## config.mk

```make
export PLATFORM = sky130hd
export DESIGN_NAME = acc_seq_flat
export DESIGN_NICKNAME = d
export VERILOG_FILES = /design/src/rtl/sap2_pkg.sv /design/src/rtl/acc_seq_if.sv /design/src/rtl/acc_flag_gen.sv /design/src/rtl/acc_seq.sv /design/src/flat_wrapper.sv
export SDC_FILE = /design/constraint.sdc
export NUM_CORES = 1
export LEC_CHECK = 0
export BUFFER_PORTS_ARGS = -buffer_cell sky130_fd_sc_hd__buf_2
export CORE_MARGIN = 2
export CORE_UTILIZATION = 48
export CTS_CLUSTER_SIZE = 14
export DETAILED_ROUTE_END_ITERATION = 16
export HOLD_SLACK_MARGIN = 0.03
export PLACE_DENSITY = 0.95
export SETUP_SLACK_MARGIN = 0.3
export SLEW_MARGIN = 20
export SYNTH_ARGS = -nofsm -noshare
export SYNTH_HDL_FRONTEND = slang
export SYNTH_SLANG_ARGS = --single-unit
```

## constraint.sdc

```tcl
create_clock -name clk -period 3 [get_ports clk]
set_input_delay 0.6 -clock clk [delete_from_list [all_inputs] [get_ports clk]]
set_output_delay 0.6 -clock clk [all_outputs]
set_load 0.01 [all_outputs]
```

## src/rtl/sap2_pkg.sv

```systemverilog
// Shared SAP-2 definitions: accumulator sequencer states, ALU op codes, default widths.
package sap2_pkg;

    localparam int WIDTH_DEF = 8;
    localparam int BUS_W_DEF = 16;
    localparam int CNT_W_DEF = 4;

    typedef enum logic [1:0] {
        ST_IDLE = 2'd0,
        ST_RUN  = 2'd1,
        ST_DONE = 2'd2
    } acc_state_t;

    typedef enum logic [2:0] {
        OP_ADD = 3'd0,
        OP_SUB = 3'd1,
        OP_AND = 3'd2,
        OP_OR  = 3'd3,
        OP_XOR = 3'd4,
        OP_CMA = 3'd5,
        OP_RAL = 3'd6,
        OP_RAR = 3'd7
    } alu_op_t;

endpackage

```

## src/rtl/acc_seq_if.sv

```systemverilog
// Controller <-> accumulator stage signal bundle. flag_p exists only with ACC_PARITY_FLAG_EN.
interface acc_seq_if #(
    parameter int WIDTH = 8,
    parameter int BUS_W = 16,
    parameter int CNT_W = 4
);
    logic [BUS_W-1:0] bus;
    logic             acc_load;
    logic             acc_wr;
    logic [WIDTH-1:0] alu_res;
    logic             rep_start;
    logic [CNT_W-1:0] rep_cnt;
    logic [WIDTH-1:0] a;
    logic [BUS_W-1:0] acc_bus;
    logic             flag_z;
    logic             flag_s;
    logic             busy;
    logic             done;
`ifdef ACC_PARITY_FLAG_EN
    logic             flag_p;

    modport master (
        output bus, acc_load, acc_wr, alu_res, rep_start, rep_cnt,
        input  a, acc_bus, flag_z, flag_s, flag_p, busy, done
    );
    modport slave (
        input  bus, acc_load, acc_wr, alu_res, rep_start, rep_cnt,
        output a, acc_bus, flag_z, flag_s, flag_p, busy, done
    );
`else
    modport master (
        output bus, acc_load, acc_wr, alu_res, rep_start, rep_cnt,
        input  a, acc_bus, flag_z, flag_s, busy, done
    );
    modport slave (
        input  bus, acc_load, acc_wr, alu_res, rep_start, rep_cnt,
        output a, acc_bus, flag_z, flag_s, busy, done
    );
`endif
endinterface

```

## src/rtl/acc_flag_gen.sv

```systemverilog
// Combinational Z/S (and P with ACC_PARITY_FLAG_EN) status from a WIDTH-bit value.
module acc_flag_gen #(
    parameter int WIDTH = 8
) (
    input  logic [WIDTH-1:0] value,
`ifdef ACC_PARITY_FLAG_EN
    output logic             p,
`endif
    output logic             z,
    output logic             s
);
    assign z = (value == '0);
    assign s = value[WIDTH-1];
`ifdef ACC_PARITY_FLAG_EN
    // Even number of ones -> 1.
    assign p = ~^value;
`endif
endmodule

```

## src/rtl/acc_seq.sv

```systemverilog
// Accumulator A with Z/S flags and an N-times repeat sequencer around the SAP-2 ALU.
// Optional parity flag output enabled by ACC_PARITY_FLAG_EN.
module acc_seq
    import sap2_pkg::*;
#(
    parameter int WIDTH = WIDTH_DEF,
    parameter int BUS_W = BUS_W_DEF,
    parameter int CNT_W = CNT_W_DEF
) (
    input logic      clk,
    input logic      rst,
    acc_seq_if.slave io
);
    acc_state_t       state;
    logic [CNT_W-1:0] cnt;
    logic [WIDTH-1:0] a_q;
    logic [WIDTH-1:0] a_next;
    logic             a_we;
    logic             z_q, s_q, z_n, s_n;
    logic             busy_q, done_q;

    // Only IDLE and RUN may write A; DONE ignores every input.
    always_comb begin
        a_we   = 1'b0;
        a_next = a_q;
        if (state == ST_IDLE) begin
            if (io.acc_load) begin
                a_we   = 1'b1;
                a_next = io.bus[WIDTH-1:0];
            end else if (io.acc_wr) begin
                a_we   = 1'b1;
                a_next = io.alu_res;
            end
        end else if (state == ST_RUN) begin
            a_we   = 1'b1;
            a_next = io.alu_res;
        end
    end

`ifdef ACC_PARITY_FLAG_EN
    logic p_q, p_n;
    acc_flag_gen #(.WIDTH(WIDTH)) u_flags (.value(a_next), .p(p_n), .z(z_n), .s(s_n));
`else
    acc_flag_gen #(.WIDTH(WIDTH)) u_flags (.value(a_next), .z(z_n), .s(s_n));
`endif

    // NOTE: all state below uses <= so every register samples pre-edge values together.
    always_ff @(posedge clk or posedge rst) begin
        if (rst) begin
            state  <= ST_IDLE;
            cnt    <= '0;
            a_q    <= '0;
            z_q    <= 1'b1;
            s_q    <= 1'b0;
`ifdef ACC_PARITY_FLAG_EN
            p_q    <= 1'b1;
`endif
            busy_q <= 1'b0;
            done_q <= 1'b0;
        end else begin
            done_q <= 1'b0;
            if (a_we) begin
                a_q <= a_next;
                z_q <= z_n;
                s_q <= s_n;
`ifdef ACC_PARITY_FLAG_EN
                p_q <= p_n;
`endif
            end
            case (state)
                ST_IDLE: begin
                    busy_q <= 1'b0;
                    if (!io.acc_load && !io.acc_wr && io.rep_start) begin
                        if (io.rep_cnt != '0) begin
                            cnt    <= io.rep_cnt;
                            busy_q <= 1'b1;
                            state  <= ST_RUN;
                        end else begin
                            done_q <= 1'b1;
                            state  <= ST_DONE;
                        end
                    end
                end
                ST_RUN: begin
                    cnt <= cnt - CNT_W'(1);
                    if (cnt == CNT_W'(1)) begin
                        busy_q <= 1'b0;
                        done_q <= 1'b1;
                        state  <= ST_DONE;
                    end
                end
                ST_DONE: begin
                    busy_q <= 1'b0;
                    state  <= ST_IDLE;
                end
                default: begin
                    busy_q <= 1'b0;
                    state  <= ST_IDLE;
                end
            endcase
        end
    end

    assign io.a       = a_q;
    assign io.acc_bus = {{(BUS_W-WIDTH){1'b0}}, a_q};
    assign io.flag_z  = z_q;
    assign io.flag_s  = s_q;
`ifdef ACC_PARITY_FLAG_EN
    assign io.flag_p  = p_q;
`endif
    assign io.busy    = busy_q;
    assign io.done    = done_q;
endmodule
```

## src/flat_wrapper.sv

```systemverilog
// flat-port wrapper written by rule: the top's interface ports become plain ports
module acc_seq_flat import sap2_pkg::*;
#(
    parameter int WIDTH = WIDTH_DEF,
    parameter int BUS_W = BUS_W_DEF,
    parameter int CNT_W = CNT_W_DEF
)
  (clk, rst, io_bus, io_acc_load, io_acc_wr, io_alu_res, io_rep_start, io_rep_cnt, io_a, io_acc_bus, io_flag_z, io_flag_s, io_busy, io_done);
  acc_seq_if #(.WIDTH(WIDTH), .BUS_W(BUS_W), .CNT_W(CNT_W)) io_i ();
  input logic clk;
  input logic rst;
  input wire logic [$bits(io_i.bus)-1:0] io_bus;
  input wire logic [$bits(io_i.acc_load)-1:0] io_acc_load;
  input wire logic [$bits(io_i.acc_wr)-1:0] io_acc_wr;
  input wire logic [$bits(io_i.alu_res)-1:0] io_alu_res;
  input wire logic [$bits(io_i.rep_start)-1:0] io_rep_start;
  input wire logic [$bits(io_i.rep_cnt)-1:0] io_rep_cnt;
  output wire logic [$bits(io_i.a)-1:0] io_a;
  output wire logic [$bits(io_i.acc_bus)-1:0] io_acc_bus;
  output wire logic [$bits(io_i.flag_z)-1:0] io_flag_z;
  output wire logic [$bits(io_i.flag_s)-1:0] io_flag_s;
  output wire logic [$bits(io_i.busy)-1:0] io_busy;
  output wire logic [$bits(io_i.done)-1:0] io_done;
  assign io_i.bus = io_bus;
  assign io_i.acc_load = io_acc_load;
  assign io_i.acc_wr = io_acc_wr;
  assign io_i.alu_res = io_alu_res;
  assign io_i.rep_start = io_rep_start;
  assign io_i.rep_cnt = io_rep_cnt;
  assign io_a = io_i.a;
  assign io_acc_bus = io_i.acc_bus;
  assign io_flag_z = io_i.flag_z;
  assign io_flag_s = io_i.flag_s;
  assign io_busy = io_i.busy;
  assign io_done = io_i.done;
  acc_seq #(.WIDTH(WIDTH), .BUS_W(BUS_W), .CNT_W(CNT_W)) u_core (.clk(clk), .rst(rst), .io(io_i));
endmodule
```

==> flow_summary.toml, run 1 <==
[die]
die_h_um = 53.0
core_area_mm2 = 0.00223
core.rowCount = 17
start_util = 0.516
io_pins = 61
dieArea_mm2 = 0.00281
die_x_um = 53.0

[timing]
clock_skew_ns = 0.00547
min_period_ns = 1.99
slew_headroom = 0.540
final.period_utilization = 0.663
fmax_ghz = 0.503
rsz0062_at_grt = "no"
setup_slack_ns = 1.01
whs_ns = 0.375
worstMarginPinSlew_ns = 0.683
setup_violations = 0
tns_ns = 0
maxSlewViolCount = 0
hold_viol = 0

[setup_path]
crit_type = "flop to flop"
r2r_end = "u_core.cnt[1]"
endpoint_kind = "flop"
critPathLaunchType = "flop"
endpoint = "u_core.cnt[1]"
reg2reg_slack_ns = 1.01
worstPathArrival_ns = 2.17
crit_required_ns = 3.18
crit_start = "u_core.state[1]"
worst-path-max-fanout = 15
timing.rr.start = "u_core.state[1]"
r2r_cells = 5

[logic_synthesis]
yosys_warnings = 0
synthArstFlopShare = 1.00
yosys-top-cells-area = "dfrtp_1 (35%), buf_4 (11%), o21ai_0 (6.9%)"
synth_edf_count = 0
synth_ff_type = "dfrtp_1"
seq_area_frac_synth = 0.370
synthCells = 122
synthTopCellsByCount = "buf_4 (17), dfrtp_1 (16), o21ai_0 (16)"
ys_ff_latch = 17
synth_area_mm2 = 0.00115
yosysTopAreaCell = "dfrtp_1"
synth_cell_type_count = 32
syn_area_per_cell_um2 = 9.45
yosysMostFrequentCell = "buf_4"
synth_top_area_share = 0.347

[pwr]
power.density_mw_per_mm2 = 859
vdd_drop_max_uv = 485
finalPower_mw = 1.09
leakage_nw = 0.608

[global_route]
grt_max_degree = 18
antenna_found_initial = 0
grt_pass1_vias = 912
grt_pass1_wl_um = 3840
grt_usage = 0.185
overflow = 0

[placed_design]
io_buffers = 44
dp_hpwl_um = 1850
pre_cts_slack_ns = 0.786
gp_congestion = 0.774

[layout]
register_area_um2 = 427
final_layout_size_suffix_gt1_frac = 0.355
area_growth_pct = 10.4
finish.utilization = 0.570
final.fill_count = 219
antenna_cells = 0
multi_input_area_um2 = 548
nets = 191

[job]
drv_cap = 0

[clock_tree]
cts.repair.resized = 0
clkTransAtPathRegs_ns = 0.10
clk_path_buf_depth = 2
post_cts_buffers = 0
cts.htree.levels = 1
root_buffer = "clkbuf_4"
insertion_delay_ns = 0.28
cts_tree = "done"
numCtsBuffers = 3
holdBufCountCts = 0
cts.sinks = 17

[routing]
avgViaCountPerCell = 5.49
wl_um = 2450
drt_iter0_markers = 16
route.vias.total = 1005
firstDrtPassIters = 4
routedWlPerCell_um = 13.4
final_antenna_net_count = 0
drc = 0

[hold_path]
hold_path_class = "input port to asynchronous set/reset pin"

[status]
status = "completed"
## how the worst min path moves through the flow
stage / startpoint / end / slack (ns) / cells past startpoint
finish: rst / u_core.io.flag_s / 0.37 / 2
global route: rst / u_core.io.a[2] / 0.42 / 2
CTS: rst / u_core.cnt[3] / 0.40 / 2
detailed placement: u_core.io.flag_z / u_core.io.flag_z / 0.48 / 2
global placement: u_core.io.flag_z / u_core.io.flag_z / 0.47 / 2
floorplan: u_core.cnt[3] / u_core.cnt[3] / 0.48 / 1
## cell type report
cell class,instances,area share
Inverter,4,0.0118
Clock inverter,1,0.00393
Sequential cell,17,0.335
Multi-Input combinational cell,86,0.431
Tap cell,28,0.0275
Clock buffer,3,0.0177
Timing Repair Buffer,44,0.173
## cells by family after synthesis
kind of cell,share of synthesized area
AOI/OAI and AO/OA,0.218
and+or+nand+nor,0.178
buffers and inverters,0.177
DFF,0.370
muxes,0.0315
adders and majority gates,0.0217
other,0.00325
## registers in the layout, summed over array words and instances, names as in the netlist
register / flops
u_core.io.flag_z: 1
u_core.io.busy: 1
u_core.io.done: 1
u_core.cnt: 4
u_core.io.a: 7
u_core.io.flag_s: 1
u_core.state: 2
## metal layers
metal	up-vias	wire length [um]	part of all wire	GRT usage
met5	-	0	0	0
met3	2	177	0.072	0.0282
met2	38	1240	0.50	0.327
li1	484	-	-	-
met4	0	9	0.0037	0.0598
met1	481	1030	0.42	0.227
## worst max-delay path, stage by stage, from the launching register on
cell	delay, ns
dfrtp_1	0.61
or4b_4	0.66
nor2_4	0.16
mux2_1	0.33
nand2_1	0.07
o21ai_1	0.06
## where the power goes
group | leakage (nW) | internal, mW | total, mW | switching, mW
combinational | 0.383 | 0.242 | 0.540 | 0.299
clock | 0.0177 | 0.0494 | 0.120 | 0.0702
sequential | 0.207 | 0.329 | 0.433 | 0.103
## placed cells by master, fill, tap and decap left out, drive strengths merged
cell	netlist	layout
dfrtp	16	16
a22oi	7	7
clkinv	0	1
o21ai	20	20
buf	20	44
mux2i	1	1
nand2	7	7
nand2b	1	1
or4b	1	1
dfstp	1	1
nor2b	8	8
a31oi	1	1
o211ai	3	3
a21oi	1	1
o21a	1	1
nor4	1	1
nand3	2	2
clkbuf	2	3
inv	4	4
or4	3	3
conb	1	8
ha	2	2
nor3b	2	2
nor2	6	6
nor3	2	2
mux2	2	2
a211oi	7	7
## per-stage QoR
stage	instance area, um^2	std cells
global route	1270	183
floorplan	1180	129
finish	1270	183
CTS	1270	183
global placement	1240	179
detailed placement	1240	179
(Power assumes the default switching activity.)
==> run 2: changes to the inputs <==
- CORE_UTILIZATION: 48 -> 44
- PLACE_DENSITY: 0.95 -> 0.89
- clock period: 3 -> 2.07 ns (I/O delays scaled with it)
==> run 2 against run 1 <==
  * Cell area increased by 6.9%
  * Critical path type unchanged
  * Wire length is 13% higher
  * Die area is 8.4% higher
==> flow_summary.toml, run 2 (synthesis results as in run 1) <==
[status]
status = "completed"

[die]
start_util = 0.465
die_h_um = 55.2
io_pins = 61
dieArea_mm2 = 0.00304
core.rowCount = 18
die_x_um = 55.2
core_area_mm2 = 0.00248

[job]
drv_cap = 0

[layout]
layout_commonest_cell = "buf_2"
nets = 200
final_cell_mix = "buf_2 (44), o21ai_0 (14), dfrtp_1 (14), buf_4 (9), conb_1 (8)"
antenna_cells = 0
register_area_um2 = 429
final.fill_count = 230
final_layout_size_suffix_gt1_frac = 0.427
largest_reg_flops = 7
area_growth_pct = 18.0
multi_input_area_um2 = 563

[timing]
clock_skew_ns = 0.00660
tns_ns = 0
maxSlewViolCount = 0
setup_violations = 0
min_period_ns = 1.69
final.period_utilization = 0.816
slew_headroom = 0.590
rsz0062_at_grt = "yes"
fmax_ghz = 0.592
hold_viol = 0
worstMarginPinSlew_ns = 0.614

[routing]
routed.top_layer = "met3"
routedWlPerCell_um = 14.3
route.vias.total = 1062
met3_length_um = 234
drc = 0
drt_iter0_markers = 24
avgViaCountPerCell = 5.47
wl_met2_um = 1440
wl_um = 2770
drt-met1-wl_um = 1100
firstDrtPassIters = 4
final_antenna_net_count = 0

[global_route]
antenna_found_initial = 0
grt_pass1_wl_um = 4130
grt_max_degree = 18
grt_pass1_vias = 967
overflow = 0
grt_usage = 0.192

[clock_tree]
clk_path_buf_depth = 2
cts.htree.levels = 1
cts.sinks = 17
insertion_delay_ns = 0.29
cts_tree = "done"
holdBufCountCts = 0
numCtsBuffers = 3
clkTransAtPathRegs_ns = 0.10
root_buffer = "clkbuf_4"

[pwr]
internal-power_mw = 0.972
p_sw_frac = 0.432
finalPower_mw = 1.71
leakage_nw = 0.658
power_switching_mw = 0.739
comb_power_share = 0.540
pwr-share-clk = 0.101
power.density_mw_per_mm2 = 1260
seqPwrFrac = 0.359
vdd_drop_max_uv = 788

[setup_path]
endpoint_kind = "flop"
timing.rr.start = "u_core.state[1]"
crit_buf_inv = 0
crit_path_max_incr_delay_ns = 0.56
crit_type = "flop to flop"
critPathLaunchType = "flop"
cp_cell_sequence = "or4b_4 > nor2_4 > mux2_1 > nand2_1 > o21ai_1"
worstPathArrival_ns = 1.86
worst-path-max-fanout = 4
crit_start = "u_core.state[1]"
crit_required_ns = 2.24
crit_family = "simple AND/OR/NAND/NOR gates"
slowest_stage = "or4b_4"

[placed_design]
dp_hpwl_um = 2060
gp_congestion = 0.775
io_buffers = 44

[hold_path]
hold_path_class = "input port to asynchronous set/reset pin"
[run 2: cell types whose count changed in the layout (fill, tap and decap cells not counted), sizes merged]
cell / change
buf: +9
[run 2: path summary, 6_finish.rpt]
path,depth (start not counted),slack (ns),to
hold / removal,2,0.18,u_core.io.a[4]
setup reg to reg,5,0.38,u_core.cnt[1]
max in group asynchronous,2,1.45,u_core.state[1]
setup / recovery,5,0.38,u_core.cnt[1]
hold reg to reg,2,0.52,u_core.io.flag_z
min in group clk,3,0.37,u_core.cnt[2]
[run 2: area by class of cell]
type / count / share of cell area
flip-flops and latches: 17 / 0.316
inverters: 4 / 0.0110
repair buffers: 53 / 0.212
clock buffers: 3 / 0.0166
multi-input cells: 86 / 0.414
clock inverters: 1 / 0.00368
well taps: 30 / 0.0276
[run 2: layer usage]
metal  global-route usage  up-vias
met5                    0        -
met4               0.0285        0
met3               0.0484        0
met2                0.373       44
met1                0.213      520
li1                     -      498
[run 2: stage by stage]
stage,std cells,utilization,hold WS (ns),worst slack (ns),cell area [um^2]
floorplan,129,-,0.339,0.316,1180
finish,194,0.549,0.179,0.382,1360
detailed placement,184,0.513,0.485,0.135,1270
global placement,184,0.513,0.471,0.180,1270
global route,194,0.549,0.209,0.298,1360
CTS,189,0.527,0.201,0.330,1310
[run 2: timing repair]
action,CTS,global route
gates resized for setup,1,7
setup endpoints to repair,2,2
pin swaps,0,3
setup buffers,1,5
[run 2: power groups by stage]
stage / sequential [mW] / combinational (mW) / clock [mW]
global placement: 0.612 / 0.783 / 0
CTS: 0.621 / 0.827 / 0.178
finish: 0.615 / 0.924 / 0.172
global route: 0.640 / 1.04 / 0.199
detailed placement: 0.631 / 0.807 / 0
floorplan: 0.634 / 0.661 / 0
==> run 3: changes to the inputs <==
- CORE_UTILIZATION: 44 -> 40
- PLACE_DENSITY: 0.89 -> 0.85
- clock period: 2.07 -> 1.48 ns (I/O delays scaled with it)
==> run 3 against run 2 <==
  * The run now ends with negative setup slack left
  * Largest power group unchanged
  * Maximum frequency grew 0.21%
  * Register-to-register slack lost 0.59 ns
  * Hold slack gained 0.064 ns
  * Worst setup slack worse by 0.59 ns
  * Global-route usage decreased by 1.2 points
==> flow_summary.toml, run 3 (synthesis results as in run 1) <==
[clock_tree]
cts.htree.levels = 1
numCtsBuffers = 3
clkTransAtPathRegs_ns = 0.11
cts.sinks = 17
root_buffer = "clkbuf_4"
clk_path_buf_depth = 2
insertion_delay_ns = 0.29
cts_tree = "done"

[timing]
hold_viol = 0
maxSlewViolCount = 0
setup_slack_ns = -0.205
fmax_ghz = 0.594
tns_ns = -0.789
clock_skew_ns = 0.00922
rsz0062_at_grt = "yes"
final.period_utilization = 1.14
setup_violations = 7
min_period_ns = 1.68

[layout]
nets = 228
final.fill_count = 225
area_growth_pct = 58.7
antenna_cells = 0
final_layout_size_suffix_gt1_frac = 0.609
final_cell_mix = "buf_6 (28), buf_2 (27), buf_4 (24), dfrtp_1 (14), o21ai_2 (12)"
layout_commonest_cell = "buf_6"
largest_reg_flops = 7
finish.utilization = 0.663

[global_route]
grt_max_degree = 11
met2_usage = 0.313
grt_pass1_wl_um = 4720
antenna_found_initial = 0
grt_pass1_vias = 1111
grt_usage = 0.181
use_met3 = 0.0223
gr-usage-met1 = 0.226
overflow = 0
top_usage_layer = "met2"

[hold_path]
hold_path_class = "input port to flop"
hold_start = "io_rep_cnt[2]"

[placed_design]
dp_hpwl_um = 2030
gp_congestion = 0.821
io_buffers = 44
pre_cts_slack_ns = -0.282

[setup_path]
endpoint_kind = "flop"
timing.rr.start = "u_core.io.a[3]"
crit_start = "u_core.io.a[3]"
crit_type = "flop to flop"
critPathLaunchType = "flop"
worstPathArrival_ns = 1.92
worst-path-max-fanout = 2
crit_required_ns = 1.71

[die]
io_pins = 61
die_x_um = 57.7
start_util = 0.418
die_h_um = 57.7
core.rowCount = 19
dieArea_mm2 = 0.00333
core_area_mm2 = 0.00276

[routing]
drt_iter0_markers = 29
wl_um = 3250
final_antenna_net_count = 0
drc = 0
avgViaCountPerCell = 5.24
route.vias.total = 1168
firstDrtPassIters = 4
routedWlPerCell_um = 14.6

[pwr]
leakage_nw = 0.874
power.density_mw_per_mm2 = 1870
vdd_drop_max_uv = 1380

[status]
violations = "negative setup slack"
status = "finished, violations left"

[job]
drv_cap = 0
[run 3: cell types whose count changed in the layout (fill, tap and decap cells not counted), moves of 2 or more]
cell and change:
buf_4 +15, nand2_1 -2, a22oi_2 +3, buf_2 -17
o21ai_1 +2, buf_6 +28, o21ai_0 -13, a22oi_1 -3
nor3b_1 -2, o21ai_2 +11
[run 3: worst max-delay path: stages, from the launching register on]
cell and delay [ns]:
dfrtp_1 0.40, nor2b_1 0.14, a211oi_1 0.26, o21ai_1 0.12, or4_1 0.56, o21ai_2 0.14
[run 3: path summary, 6_finish.rpt]
check                      slack, ns          endpoint  cells after the start
hold reg to reg                 0.53     u_core.cnt[0]                      1
max in group asynchronous       0.56  u_core.io.flag_z                      4
min in group asynchronous       0.47     u_core.cnt[2]                      3
hold / removal                  0.24     u_core.cnt[2]                      3
setup / recovery               -0.20  u_core.io.flag_z                      5
setup reg to reg               -0.20  u_core.io.flag_z                      5
[run 3: area by class of cell]
cell class | count | area [um^2] | share of cell area
Timing Repair Buffer | 81 | 661 | 0.361
Multi-Input combinational cell | 86 | 654 | 0.358
Sequential cell | 17 | 429 | 0.235
Tap cell | 31 | 38.8 | 0.0212
Clock buffer | 3 | 22.5 | 0.0123
Inverter | 4 | 18.8 | 0.0103
Clock inverter | 1 | 5.00 | 0.00274
[run 3: layer usage]
metal	part of all wire	wire, um
met4	0.019	61
met1	0.38	1230
met2	0.54	1770
met3	0.059	192
met5	0	0
[run 3: per-stage QoR]
step	instances	total power [mW]	area, um^2	hold slack (ns)
6_report	223	3.42	1830	0.243
5_1_grt	223	3.63	1830	0.253
4_1_cts	215	2.97	1660	0.239
3_5_place_dp	208	2.31	1460	0.292
3_3_place_gp	208	2.27	1460	0.287
2_1_floorplan	129	1.83	1190	0.221
[run 3: repair_timing]
| item | in CTS | in global routing |
|---|---|---|
| hold buffers | 1 | 0 |
| endpoints found under the setup margin | 32 | 34 |
| pin swaps | 0 | 11 |
| endpoints found under the hold margin | 9 | 0 |
| gates resized for setup | 33 | 35 |
| setup buffers | 2 | 8 |
[run 3: power by group]
group	leakage [nW]	internal (mW)	total (mW)	switching (mW)
Sequential	0.205	0.672	0.849	0.177
Clock	0.0177	0.100	0.252	0.151
Combinational	0.652	1.34	2.32	0.977
